## config.mk

```make
export PLATFORM = sky130hd
export DESIGN_NAME = irq_scheduler
export DESIGN_NICKNAME = d
export VERILOG_FILES = /design/src/rtl/irq_scheduler.sv
export SDC_FILE = /design/constraint.sdc
export NUM_CORES = 1
export LEC_CHECK = 0
export ABC_AREA = 1
export CAP_MARGIN = 10
export CELL_PAD_IN_SITES_DETAIL_PLACEMENT = 0
export CELL_PAD_IN_SITES_GLOBAL_PLACEMENT = 1
export CORE_MARGIN = 2
export CORE_UTILIZATION = 46
export DETAILED_ROUTE_END_ITERATION = 12
export DONT_BUFFER_PORTS = 1
export PLACE_DENSITY = 0.72
export REMOVE_ABC_BUFFERS = 1
export SLEW_MARGIN = 0
export SYNTH_ARGS = -nofsm -noshare
export SYNTH_HDL_FRONTEND = slang
export SYNTH_SLANG_ARGS = --single-unit
```

## constraint.sdc

```tcl
create_clock -name clk -period 1.38 [get_ports clk]
set_input_delay 0.276 -clock clk [delete_from_list [all_inputs] [get_ports clk]]
set_output_delay 0.276 -clock clk [all_outputs]
set_load 0.01 [all_outputs]
```

## src/rtl/irq_scheduler.sv

```systemverilog
// irq_scheduler: edge-triggered interrupt scheduler with a four-state
// issue/service handshake, acceptance timeout and enable mask.
// Optional macro IRQ_SCHEDULER_RR_EN: round-robin arbitration instead of
// fixed priority (highest index wins).
module irq_scheduler #(
   parameter int NSRC   = 7,
   parameter int ACK_TO = 15
) (
   input  logic            clk,
   input  logic            rst,
   input  logic [NSRC-1:0] src_req,
   input  logic            mask_wr,
   input  logic [NSRC-1:0] mask_data,
   input  logic            inter,
   input  logic            eirq,
   output logic            irq1,
   output logic            irq2,
   output logic            irq3,
   output logic [NSRC-1:0] pending,
   output logic            busy,
   output logic            to_err
);

   typedef enum logic [1:0] {IDLE, ISSUE, SERVICE, GAP} state_t;

   state_t          state, state_d;
   logic [NSRC-1:0] src_q;
   logic [NSRC-1:0] mask;
   logic [NSRC-1:0] cand;
   logic [NSRC-1:0] edge_det;
   logic [NSRC-1:0] clr;
   logic [3:0]      cnt, cnt_d;
   logic [2:0]      sel_q, sel_d;
   logic [2:0]      win;
   logic            to_err_d;
   logic            serve;
   logic [2:0]      code;

   assign cand     = pending & mask;
   assign edge_det = src_req & ~src_q;

`ifdef IRQ_SCHEDULER_RR_EN
   logic [2:0] last_q;

   // Round-robin pick: scan from last-served-1 downward with wrap; the
   // candidate nearest that start is assigned last and therefore wins.
   always_comb begin
      win = '0;
      for (int k = NSRC; k >= 1; k--) begin
         for (int i = 0; i < NSRC; i++) begin
            if (i == (int'(last_q) + NSRC - k) % NSRC && cand[i])
               win = 3'(i);
         end
      end
   end

   // Remember the source that was actually accepted by the CPU.
   always_ff @(posedge clk or negedge rst) begin
      if (!rst)       last_q <= 3'(NSRC - 1);
      else if (serve) last_q <= sel_q;
   end
`else
   // Fixed priority: highest pending-and-enabled index wins.
   always_comb begin
      win = '0;
      for (int i = 0; i < NSRC; i++) begin
         if (cand[i]) win = 3'(i);
      end
   end
`endif

   // Served-bit clear mask; a coinciding new edge still sets the bit.
   always_comb begin
      clr = '0;
      for (int i = 0; i < NSRC; i++) begin
         clr[i] = serve && (sel_q == 3'(i));
      end
   end

   // Next-state logic, timeout counting and index latching.
   always_comb begin
      state_d  = state;
      cnt_d    = cnt;
      sel_d    = sel_q;
      to_err_d = 1'b0;
      serve    = 1'b0;
      case (state)
         IDLE: begin
            if (|cand && !inter) begin
               state_d = ISSUE;
               sel_d   = win;
               cnt_d   = '0;
            end
         end
         ISSUE: begin
            if (inter) begin
               state_d = SERVICE;
               serve   = 1'b1;
            end else if (cnt == 4'(ACK_TO - 1)) begin
               state_d  = IDLE;
               to_err_d = 1'b1;
               cnt_d    = '0;
            end else begin
               cnt_d = cnt + 4'd1;
            end
         end
         SERVICE: begin
            if (eirq) state_d = GAP;
         end
         GAP:     state_d = IDLE;
         default: state_d = IDLE;
      endcase
   end

   // State, counters, sample/pending/mask registers.
   always_ff @(posedge clk or negedge rst) begin
      if (!rst) begin
         state   <= IDLE;
         src_q   <= '0;
         pending <= '0;
         mask    <= '1;
         cnt     <= '0;
         sel_q   <= '0;
         to_err  <= 1'b0;
      end else begin
         state   <= state_d;
         src_q   <= src_req;
         pending <= (pending & ~clr) | edge_det;
         if (mask_wr) mask <= mask_data;
         cnt     <= cnt_d;
         sel_q   <= sel_d;
         to_err  <= to_err_d;
      end
   end

   // Code is visible only while the interrupt is being offered.
   assign code = (state == ISSUE) ? sel_q + 3'd1 : 3'd0;
   assign {irq3, irq2, irq1} = code;
   assign busy = (state != IDLE);

endmodule
```

==> flow_metrics.tcl <==
set metrics [dict create \
    leakage_nw 0.823 \
    io_pins 31 \
    vias 1017 \
    synth_top_family_by_area "simple AND/OR/NAND/NOR gates" \
    synth-xor-area-share 0.0124 \
    whs_path_depth 2 \
    place_worst_setup_slack_ps 25.6 \
    num_rows 20 \
    cp_cell_sequence "ha_2, ha_4, nor2_4" \
    drc 0 \
    post-route-min-period_ps 1570 \
    cts_buffer_depth 2 \
    power.density_nw_per_um2 1730 \
    worst_pin_slew_ps 231 \
    synth_cell_types 20 \
    crit_arrival_ps 1300 \
    critPathBufInv 0 \
    wl_per_cell_um 13.6 \
    finalHoldViolations 0 \
    clk_latency_ps 340 \
    slew_headroom 0.846 \
    die-area_um2 3520 \
    grt_pass1_wl_mm 4.51 \
    antenna_found_initial 0 \
    cts_max_level 2 \
    synth.area.mux_share 0.0559 \
    critPathCaptureType "output pin" \
    grt_use_total 0.183 \
    hold_class "primary input to flop" \
    start_util 0.474 \
    hpwl_mm 2.03 \
    initialDrtViolationCount 47 \
    placed_area_um2 1500 \
    tritoncts "yes" \
    synth_top_area_cell "dfrtp_1" \
    antenna_cells 0 \
    p_int_w 0.00181 \
    die_h_um 59.4 \
    synthFlopType "dfrtp_1" \
    min-delay-start "src_req[4]" \
    async_flop_share 1.00 \
    ant_nets 0 \
    vdd_ir_drop_max_uv 580 \
    rsz0062_at_grt "yes" \
    gp_congestion 0.740 \
    min_to "pending[4]" \
    globalRouteOverflowTotal 0 \
    seq_power_share 0.436 \
    synthAdderAreaFrac 0.0621 \
    max_cap_violations 0 \
    numCtsBuffers 5 \
    synthCells 144 \
    violations "negative setup slack" \
    critPathLaunch "sel_q[1]" \
    core_um2 2980 \
    crit_type "flop to output pin" \
    finClkSkew_ps 12.9 \
    crit_fanout 4 \
    p_comb_frac 0.393 \
    wl_mm 2.78 \
    cts-root-buf "clkbuf_4" \
    fin_crit_sh 1.14 \
    area_delta_synth_final_pct 23.2 \
    dr.pass1.iters 4 \
    worstReg2RegEnd "pending[0]" \
    maxSlewViolCount 0 \
    reg2reg_slack_ps 100 \
    fin_ws_ps -195 \
    setup_violations 3 \
    die_x_um 59.4 \
    start_kind "flop" \
    fin_nets 196 \
    synth_compound_area_frac 0.0799 \
    netlist_area_um2 1410 \
    synth_top_area_frac 0.426 \
    synth_most_common_cell "nand2_1" \
    clkPwrFrac 0.171 \
    portBuffers 0 \
    n_fill_cell 267 \
    drive_above_1_share 0.292 \
    crit_required_ps 1100 \
    critical_path.top_delay_family "adder cells" \
    status "finished, violations left" \
    grt_pass1_vias 1013 \
    ff2ff_path_depth 6 \
    syn-mean-instance-area_um2 9.79 \
    cts_sinks 31 \
    slowest_delay_ps 430 \
    synth_edf_count 0 \
    synth_commonest_cells "36 x nand2_1, 24 x dfrtp_1, 18 x inv_1" \
    max_freq_mhz 635 \
    via_per_inst 4.99 \
    grt_max_degree 32 \
    slowest_stage "dfrtp_1" \
    p_sw_frac 0.398 \
    synth_seq_area_share 0.556 \
    final_util 0.584 \
    synth_warnings 0 \
    cts.clk_slew.worst_paths_ps 100 \
    post_synth_and_or_nand_nor_area_fraction 0.174 \
    p_sw_w 0.00120 \
    ys_top_cells_by_area "dfrtp_1 43%, dfstp_2 13%, nand2_1 9.6%" \
    stdcell_area_um2 1740 \
    ys_seq_elements 31 \
]
how the worst max path moves through the flow:
| stage | end | slack [ps] | cells after the start |
|---|---|---|---|
| after floorplan | irq3 | 70 | 3 |
| after global placement | irq3 | 50 | 3 |
| after detailed placement | irq3 | 30 | 3 |
| after CTS | irq3 | -210 | 3 |
| after global routing | irq2 | -260 | 4 |
| final | irq3 | -190 | 3 |
flip-flops by register name, summed over array words and instances (netlist names), named ones only:
signal / cells
cnt: 4
mask: 7
pending: 7
sel_q: 3
src_q: 7
state: 1
to_err: 1
layout by cell type (no fill, tap or decap), drive strengths merged, types with 8 or more instances in the layout:
| cell | count |
|---|---|
| nand2 | 37 |
| dfrtp | 24 |
| inv | 21 |
| o21ai | 17 |
| buf | 11 |
| nor2 | 11 |
| dlygate4sd3 | 8 |
| nand3 | 8 |
final cells by class:
type	count	area, um2	area share
flip-flops and latches	31	786	0.452
multi-input cells	92	599	0.345
repair buffers	19	175	0.101
inverters	21	78.8	0.0454
well taps	33	41.3	0.0238
clock buffers	5	37.5	0.0216
clock inverters	3	20.0	0.0115
metrics by stage:
step / hold WS (ps) / power (W) / setup TNS, ps / instances
6_report: 54.1 / 0.00301 / -522 / 204
5_1_grt: 29.9 / 0.00326 / -741 / 204
4_1_cts: 33.4 / 0.00294 / -571 / 200
3_5_place_dp: -18.9 / 0.00225 / 0 / 183
3_3_place_gp: -18.9 / 0.00223 / 0 / 183
2_1_floorplan: -19.6 / 0.00196 / 0 / 143
what timing repair did:
item                       4_1_cts  5_1_grt
pin swaps                        3        2
setup endpoints to repair        4       11
setup buffers                    0        3
hold endpoints to repair        38        0
hold buffers                     9        0
gates resized for setup          8        4
gates cloned                     0        1
routing by layer:
| metal | global-route usage | routed length (um) | part of all wire | up-vias |
|---|---|---|---|---|
| li1 | - | - | - | 516 |
| met1 | 0.216 | 1230 | 0.44 | 473 |
| met2 | 0.287 | 1310 | 0.47 | 22 |
| met3 | 0.0764 | 174 | 0.063 | 6 |
| met4 | 0.0877 | 59 | 0.021 | 0 |
| met5 | 0 | 0 | 0 | - |
worst reg2reg max path, cell delays in order (launching register included):
cell     delay [ps]
dfrtp_2         470
nor2_4          140
inv_2           100
nor2_4          140
nand2_1         110
o21ai_1         140
o21ai_1          80
power groups by stage:
| stage | clock network (W) | logic [W] | registers, W |
|---|---|---|---|
| 3_3_place_gp | 0 | 0.000922 | 0.00130 |
| 5_1_grt | 0.000585 | 0.00134 | 0.00134 |
| 2_1_floorplan | 0 | 0.000650 | 0.00131 |
| 6_report | 0.000517 | 0.00118 | 0.00131 |
| 4_1_cts | 0.000545 | 0.00109 | 0.00130 |
| 3_5_place_dp | 0 | 0.000936 | 0.00131 |
cell families after synthesis:
logic type                 after synthesis
muxes                                    7
adders and majority gates                7
DFF                                     31
and+or+nand+nor                         56
AOI/OAI and AO/OA                       19
xor gates and xnor gates                 2
buffers and inverters                   22
No activity file was read; power rests on OpenSTA's default activity.
